===== src/rtl/booth_pkg.sv =====
// rtl/booth_pkg.sv - shared arithmetic datapath types and sizing helpers
package booth_pkg;

  typedef enum logic {
    IDLE = 1'b0,
    RUN  = 1'b1
  } state_t;

  localparam int DEFAULT_WIDTH = 8;

  // Step counter must reach WIDTH, hence clog2(WIDTH+1).
  function automatic int cnt_width(input int w);
    return $clog2(w + 1);
  endfunction

endpackage


===== src/rtl/booth_mul_seq_step.sv =====
// rtl/booth_mul_seq_step.sv - one radix-2 Booth step: add/sub/none then arithmetic shift right
module booth_step
  import booth_pkg::*;
#(
  parameter int WIDTH = DEFAULT_WIDTH
) (
  input  logic [WIDTH:0]   a,
  input  logic [WIDTH-1:0] q,
  input  logic             q_m1,
  input  logic [WIDTH:0]   m,
  output logic [WIDTH:0]   a_next,
  output logic [WIDTH-1:0] q_next,
  output logic             q_m1_next
);

  logic [WIDTH:0] sum;

  always_comb begin
    sum = a;
    case ({q[0], q_m1})
      2'b01:   sum = a + m;
      2'b10:   sum = a - m;
      default: sum = a;
    endcase
    // {sum, q, q_m1} >>> 1, replicating the sign bit of the accumulator
    a_next    = {sum[WIDTH], sum[WIDTH:1]};
    q_next    = {sum[0], q[WIDTH-1:1]};
    q_m1_next = q[0];
  end

endmodule


===== src/rtl/booth_mul_seq.sv =====
// rtl/booth_mul_seq.sv - sequential signed radix-2 Booth multiplier, one bit per clock
module booth_mul_seq
  import booth_pkg::*;
#(
  parameter int WIDTH = DEFAULT_WIDTH
) (
  input  logic                 clk,
  input  logic                 rst_n,
  input  logic                 start,
  input  logic [WIDTH-1:0]     multiplicand,
  input  logic [WIDTH-1:0]     multiplier,
  output logic                 ready,
  output logic                 busy,
  output logic [2*WIDTH-1:0]   product,
  output logic                 done
);

  localparam int CW = cnt_width(WIDTH);

  state_t           state, state_nx;
  logic             accept, finish;
  logic [WIDTH:0]   a, m;
  logic [WIDTH-1:0] q;
  logic             q_m1;
  logic [CW-1:0]    count;

  logic [WIDTH:0]   a_nx;
  logic [WIDTH-1:0] q_nx;
  logic             q_m1_nx;

  booth_step #(.WIDTH(WIDTH)) u_step (
    .a         (a),
    .q         (q),
    .q_m1      (q_m1),
    .m         (m),
    .a_next    (a_nx),
    .q_next    (q_nx),
    .q_m1_next (q_m1_nx)
  );

  always_ff @(posedge clk or negedge rst_n) begin
    if (!rst_n) state <= IDLE;
    else        state <= state_nx;
  end

  always_comb begin
    state_nx = state;
    accept   = 1'b0;
    finish   = 1'b0;
    case (state)
      IDLE: if (start) begin
        accept   = 1'b1;
        state_nx = RUN;
      end
      RUN: if (count == CW'(WIDTH - 1)) begin
        finish   = 1'b1;
        state_nx = IDLE;
      end
      default: state_nx = IDLE;
    endcase
  end

  always_ff @(posedge clk or negedge rst_n) begin
    if (!rst_n) begin
      a       <= '0;
      m       <= '0;
      q       <= '0;
      q_m1    <= 1'b0;
      count   <= '0;
      product <= '0;
      done    <= 1'b0;
    end else begin
      done <= finish;
      if (accept) begin
        m     <= {multiplicand[WIDTH-1], multiplicand};
        q     <= multiplier;
        a     <= '0;
        q_m1  <= 1'b0;
        count <= '0;
      end else if (state == RUN) begin
        a     <= a_nx;
        q     <= q_nx;
        q_m1  <= q_m1_nx;
        count <= count + 1'b1;
      end
      // Final step's shifted result goes straight to the output register.
      if (finish) product <= {a_nx[WIDTH-1:0], q_nx};
    end
  end

  assign ready = (state == IDLE);
  assign busy  = ~ready;

endmodule

===== config.mk =====
export PLATFORM = sky130hd
export DESIGN_NAME = booth_mul_seq
export DESIGN_NICKNAME = d
export VERILOG_FILES = /design/src/rtl/booth_pkg.sv /design/src/rtl/booth_mul_seq_step.sv /design/src/rtl/booth_mul_seq.sv
export SDC_FILE = /design/constraint.sdc
export NUM_CORES = 1
export LEC_CHECK = 0
export CAP_MARGIN = 20
export CORE_MARGIN = 2
export CORE_UTILIZATION = 58
export DETAILED_ROUTE_END_ITERATION = 8
export PLACE_DENSITY = 0.84
export SYNTH_ARGS = -nofsm -noshare
export SYNTH_HDL_FRONTEND = slang
export SYNTH_HIERARCHICAL = 1
export SYNTH_SLANG_ARGS = --single-unit

===== constraint.sdc =====
create_clock -name clk -period 4.9 [get_ports clk]
set_input_delay 0.735 -clock clk [delete_from_list [all_inputs] [get_ports clk]]
set_output_delay 0.735 -clock clk [all_outputs]
set_load 0.02 [all_outputs]

==> results of run 1 <==
==> synth_stat cells (all sizes together) <==
cell type	instances
nor2	8
a21boi	1
buf	18
a31oi	2
dfrtp	48
mux2i	10
o21ai	19
or3	1
a22o	11
nor3	5
o311a	1
inv	9
xnor2	8
a21oi	4
ha	11
nand2	18
a32oi	1
xor2	4
o21bai	2
fa	1
a211o	1
nand3	1
clkbuf	1
or3b	1
o31ai	2
a22oi	2
nand4b	1
nand2b	2
and4	1
o211ai	2
a211oi	2
nor4b	1
o21a	2
nor4	2
mux2	25
nor2b	4
==> final timing paths <==
path / from / endpoint / cells after the start
max in group asynchronous: rst_n / m[6]$_DFFE_PN0P_ / 2
min reg2reg: product[11]$_DFFE_PN0P_ / product[11]$_DFFE_PN0P_ / 1
min in group clk: product[11]$_DFFE_PN0P_ / product[11]$_DFFE_PN0P_ / 1
max: q_m1$_DFFE_PN0P_ / product[15]$_DFFE_PN0P_ / 10
max reg2reg: q_m1$_DFFE_PN0P_ / product[15]$_DFFE_PN0P_ / 10
min: rst_n / done$_DFF_PN0_ / 1
==> cell usage in the layout, fill, tap and decap left out, drive strengths merged, types with 5 or more instances in the layout <==
master,n
xnor2,8
nand2,18
mux2,25
o21ai,19
nor3,5
dfrtp,48
a22o,11
nor2,8
inv,9
mux2i,10
ha,11
clkbuf,6
clkdlybuf4s50,36
==> state kept, by name, indices dropped and copies added (netlist names) <==
name	count
a	9
q	8
m	8
count	4
product	16
done	1
q_m1	1
busy	1
==> stage by stage <==
stage / cells / cell area, sq um / util / setup slack, ns
floorplan: 232 / 2605 / - / 2.232
finish: 311 / 3050 / 0.7006 / 1.995
global placement: 302 / 2909 / 0.6681 / 2.126
detailed placement: 302 / 2909 / 0.6681 / 2.086
CTS: 310 / 3030 / 0.6960 / 2.005
global route: 311 / 3050 / 0.7006 / 1.753
==> cell type report <==
| type | instances | area share |
|---|---|---|
| Clock buffer | 6 | 0.02707 |
| Clock inverter | 2 | 0.01272 |
| Inverter | 9 | 0.01107 |
| Multi-Input combinational cell | 156 | 0.4077 |
| Sequential cell | 48 | 0.3938 |
| Tap cell | 52 | 0.02133 |
| Timing Repair Buffer | 38 | 0.1263 |
==> worst reg2reg max path: cells and delay by family (launching register included) <==
kind                       cells  cell delay [ns]
adders and majority gates      2             0.84
and+or+nand+nor                2             0.49
muxes                          2             0.47
DFF                            1             0.40
AOI/OAI and AO/OA              2             0.40
xor gates and xnor gates       1             0.15
buffers and inverters          1             0.06
==> cell families after synthesis <==
logic type | Yosys count | synth area share
multiplexers | 35 | 0.1465
AND/OR/NAND/NOR | 45 | 0.09413
adder cells (fa/ha/maj) | 12 | 0.06052
buffers and inverters | 28 | 0.06147
XOR/XNOR | 12 | 0.04035
flip-flops | 48 | 0.4611
AO/OA/AOI/OAI | 52 | 0.1359
==> layer usage <==
metal	vias to the layer above	wire (um)
li1	872	-
met2	34	2493
met5	-	0
met4	0	70
met3	7	157
met1	892	2317
==> impl_metrics.csv, run 1 <==
group,metric,value,unit
min_path,min_path_type,"primary input to async pin",
synthesis,synth_cell_types,42,
global_route,met3_usage,0.05698,
synthesis,yosys_warnings,6,
timing,period_share,0.5929,
synthesis,syn-cell-area,2605,sq um
global_route,grt_pass1_vias,1922,
setup_path,reg2reg_setup_slack,1.99,ns
clocking,cts_tree,"yes",
floorplan,rows,24,
global_route,grt_max_degree,49,
clocking,clock_latency,0.31,ns
outcome,outcome,"complete, no violations",
final_layout,nNetsFinal,289,
synthesis,syn-num-nets,263,
clocking,ctsResizeCount,0,
route,routed_wl,5039,um
clocking,clkSlewWorstSetupHoldPaths,0.09,ns
timing,rsz0062_at_grt,"false",
setup_path,cp_slowest_stage_delay,0.50,ns
clocking,clockBufferDepth,2,
final_layout,area_growth,17.10,%
global_route,grtUsageTotal,0.2253,
clocking,cts_sinks,48,
setup_path,path_delay_family,"adder cells",
route,route.detailed.drc,0,
synthesis,ys_ff_latch,48,
clocking,cts_htree_levels,2,
clocking,cts_setup_buffers,0,
clocking,cts_buffers,5,
global_route,grt_use_met1,0.3009,
final_layout,seq_area,1201,sq um
timing,fmax,344.2,MHz
final_layout,drive_gt1_frac,0.1506,
job,cap_violations,0,
placed_design,globalplace.congestion,0.8711,
setup_path,crit_path_max_fanout,9,
floorplan,num_io_pins,38,
synthesis,synth_top_cell_by_area,"dfrtp_1",
floorplan,die_x,71.02,um
timing,relSlewSlack,0.2966,
synthesis,syn_inst,232,
setup_path,path_buf_inv,1,
setup_path,crit_required,5.10,ns
clocking,postCtsHoldBufs,0,
clocking,cts_root_buf,"clkbuf_8",
global_route,use_met2,0.3510,
final_layout,fillCellCount,334,
final_layout,multi_input_area,1244,sq um
setup_path,path_cells,"inv_1 > ha_1 > mux2i_1 > fa_1 > a211oi_2 > o21ai_0 > and4_1 > nor3_2 > xor2_1 > mux2_2",
final_layout,diodes,0,
placed_design,io_buffers,37,
route,wire_per_inst,16.20,um
global_route,busiest_layer,"met2",
floorplan,die_area,5043,sq um
floorplan,start_util,0.5983,
setup_path,cp-start-kind,"flip-flop",
timing,setup_viol,0,
setup_path,critPathArrivalTime,3.11,ns
synthesis,netlist_top_cells_area,"dfrtp_1, mux2_2, ha_1",
route,viasPerCell,5.804,
timing,slew_viol_final,0,
timing,worst_pin_slew,1.051,ns
route,drtIter0Drc,101,
timing,hold_viol_final,0,
floorplan,die_h,71.02,um
timing,finClkSkew,0.007576,ns
route,first_pass_iters,4,
timing,period_needed,2.905,ns
route,vias,1805,
global_route,antenna_found_initial,0,
timing,worst_hold_slack,0.4003,ns
setup_path,critPathKind,"flip-flop to flip-flop",
global_route,grt_overflow,0,
timing,tns,0,ns
synthesis,synth_top_area_share,0.4611,
global_route,grt_pass1_wl,8880,um
synthesis,yosysSeqAreaShare,0.4611,
route,ant_nets,0,
synthesis,syn_area_per_cell,11.23,sq um
setup_path,crit_slowest_cell,"fa_1",
placed_design,dp_hpwl,3484,um
floorplan,core_area,4354,sq um
setup_path,end_kind,"flip-flop",
Power of run 1 is not shown: default switching activity piles up to over one toggle a cycle in this logic, so the estimate is an artifact.
==> inputs of run 2 (changes only) <==
--- a/config.mk
+++ b/config.mk
@@ -7,9 +7,9 @@
 export LEC_CHECK = 0
 export CAP_MARGIN = 20
 export CORE_MARGIN = 2
-export CORE_UTILIZATION = 58
+export CORE_UTILIZATION = 54
 export DETAILED_ROUTE_END_ITERATION = 8
-export PLACE_DENSITY = 0.84
+export PLACE_DENSITY = 0.79
 export SYNTH_ARGS = -nofsm -noshare
 export SYNTH_HDL_FRONTEND = slang
 export SYNTH_HIERARCHICAL = 1
==> constraint.sdc (replaced) <==
create_clock -name clk -period 3 [get_ports clk]
set_input_delay 0.45 -clock clk [delete_from_list [all_inputs] [get_ports clk]]
set_output_delay 0.45 -clock clk [all_outputs]
set_load 0.02 [all_outputs]
==> impl_metrics.csv, run 2 (synthesis results as in run 1) <==
group,metric,value,unit
floorplan,rows,25,
final_layout,reg_top3,"product x16, a x9",
global_route,grt_overflow,0,
clocking,clkSlewWorstSetupHoldPaths,0.08,ns
global_route,grt_pass1_vias,1859,
outcome,outcome,"complete, no violations",
floorplan,die_h,73.46,um
timing,period_share,0.9118,
timing,setup_viol,0,
floorplan,core_area,4692,sq um
clocking,cts_sinks,48,
setup_path,crit_path_max_fanout,5,
global_route,grtUsageTotal,0.2075,
placed_design,io_buffers,37,
final_layout,largest-register,"product",
setup_path,critPathArrivalTime,2.92,ns
timing,slew_viol_final,0,
global_route,antenna_found_initial,0,
route,drtIter0Drc,102,
floorplan,num_io_pins,38,
job,cap_violations,0,
placed_design,globalplace.congestion,0.9302,
global_route,grt_max_degree,49,
timing,period_needed,2.735,ns
final_layout,fillCellCount,368,
clocking,cts_root_buf,"clkbuf_8",
timing,fmax,365.6,MHz
final_layout,final_cell_mix,"dfrtp_1, clkdlybuf4s50_1, mux2_2",
final_layout,drive_gt1_frac,0.1603,
route,wire_per_inst,16.31,um
timing,hold_viol_final,0,
global_route,grt_pass1_wl,8631,um
final_layout,diodes,0,
timing,finClkSkew,0.003796,ns
final_layout,final_common_cell,"dfrtp_1",
route,first_pass_iters,4,
clocking,cts_htree_levels,2,
floorplan,die_area,5396,sq um
setup_path,end_kind,"flip-flop",
final_layout,nNetsFinal,293,
timing,tns,0,ns
route,routed_wl,5154,um
route,vias,1841,
timing,relSlewSlack,0.4605,
clocking,cts_setup_buffers,0,
floorplan,start_util,0.5552,
min_path,min_path_type,"flip-flop to flip-flop",
final_layout,largest_register_ffs,16,
clocking,clockBufferDepth,2,
floorplan,die_x,73.46,um
clocking,clock_latency,0.29,ns
timing,rsz0062_at_grt,"false",
setup_path,critPathKind,"flip-flop to flip-flop",
route,route.detailed.drc,0,
placed_design,dp_hpwl,3610,um
route,viasPerCell,5.826,
route,ant_nets,0,
clocking,cts_tree,"yes",
timing,worst_pin_slew,0.8075,ns
clocking,cts_buffers,5,
final_layout,area_growth,17.05,%
setup_path,cp-start-kind,"flip-flop",
setup_path,crit_required,3.18,ns
[run 2: repair_timing]
action	in CTS	in global routing
endpoints found under the hold margin	0	5
gates resized for setup	0	2
hold buffers	0	1
setup endpoints to repair	0	3
[run 2: layout make-up]
type	instances	area [sq um]	share of cell area
Sequential cell	48	1201	0.3939
Tap cell	54	67.56	0.02216
Multi-Input combinational cell	156	1251	0.4103
Clock inverter	1	5.005	0.001641
Inverter	9	33.78	0.01108
Timing Repair Buffer	42	417.9	0.1371
Clock buffer	6	72.57	0.02380
[run 2: final timing paths]
| check | start | endpoint | slack (ns) | depth (start not counted) |
|---|---|---|---|---|
| worst max-delay path | m[1]$_DFFE_PN0P_ | product[15]$_DFFE_PN0P_ | 0.26 | 10 |
| worst max register to register | m[1]$_DFFE_PN0P_ | product[15]$_DFFE_PN0P_ | 0.26 | 10 |
| worst min-delay path | a[0]$_DFFE_PN0P_ | a[0]$_DFFE_PN0P_ | 0.50 | 1 |
| worst min register to register | a[0]$_DFFE_PN0P_ | a[0]$_DFFE_PN0P_ | 0.50 | 1 |
| max in group asynchronous | rst_n | q[0]$_DFFE_PN0P_ | 2.05 | 3 |
| min in group asynchronous | rst_n | product[5]$_DFFE_PN0P_ | 0.51 | 2 |
[run 2: critical path: stages, from the launching register on]
cell and delay [ns]:
dfrtp_1 0.44, inv_1 0.09, ha_1 0.28, mux2i_1 0.11, fa_1 0.48, a211oi_2 0.23
o21ai_0 0.16, and4_1 0.24, nor3_2 0.18, xor2_1 0.13, mux2_2 0.28
[run 2: stage by stage]
step                std cells  utilization  setup WS, ns  instance area [sq um]  hold WS (ns)
finish                    316       0.6499        0.2646                   3049        0.5035
CTS                       314       0.6419        0.2194                   3012        0.3752
detailed placement        307       0.6253        0.2286                   2934        0.4884
floorplan                 232            -        0.3318                   2605        0.1544
global route              316       0.6499       0.01039                   3049        0.5136
global placement          307       0.6253        0.3701                   2934        0.4810
[run 2: routing by layer]
metal  vias to the layer above  GRT usage  wire, um
li1                        879          -         -
met5                         -          0         0
met2                        44     0.3442      2572
met4                         0    0.07677       106
met1                       904     0.2664      2310
met3                        14    0.04527       163
Power of run 2 is left out for the same reason.
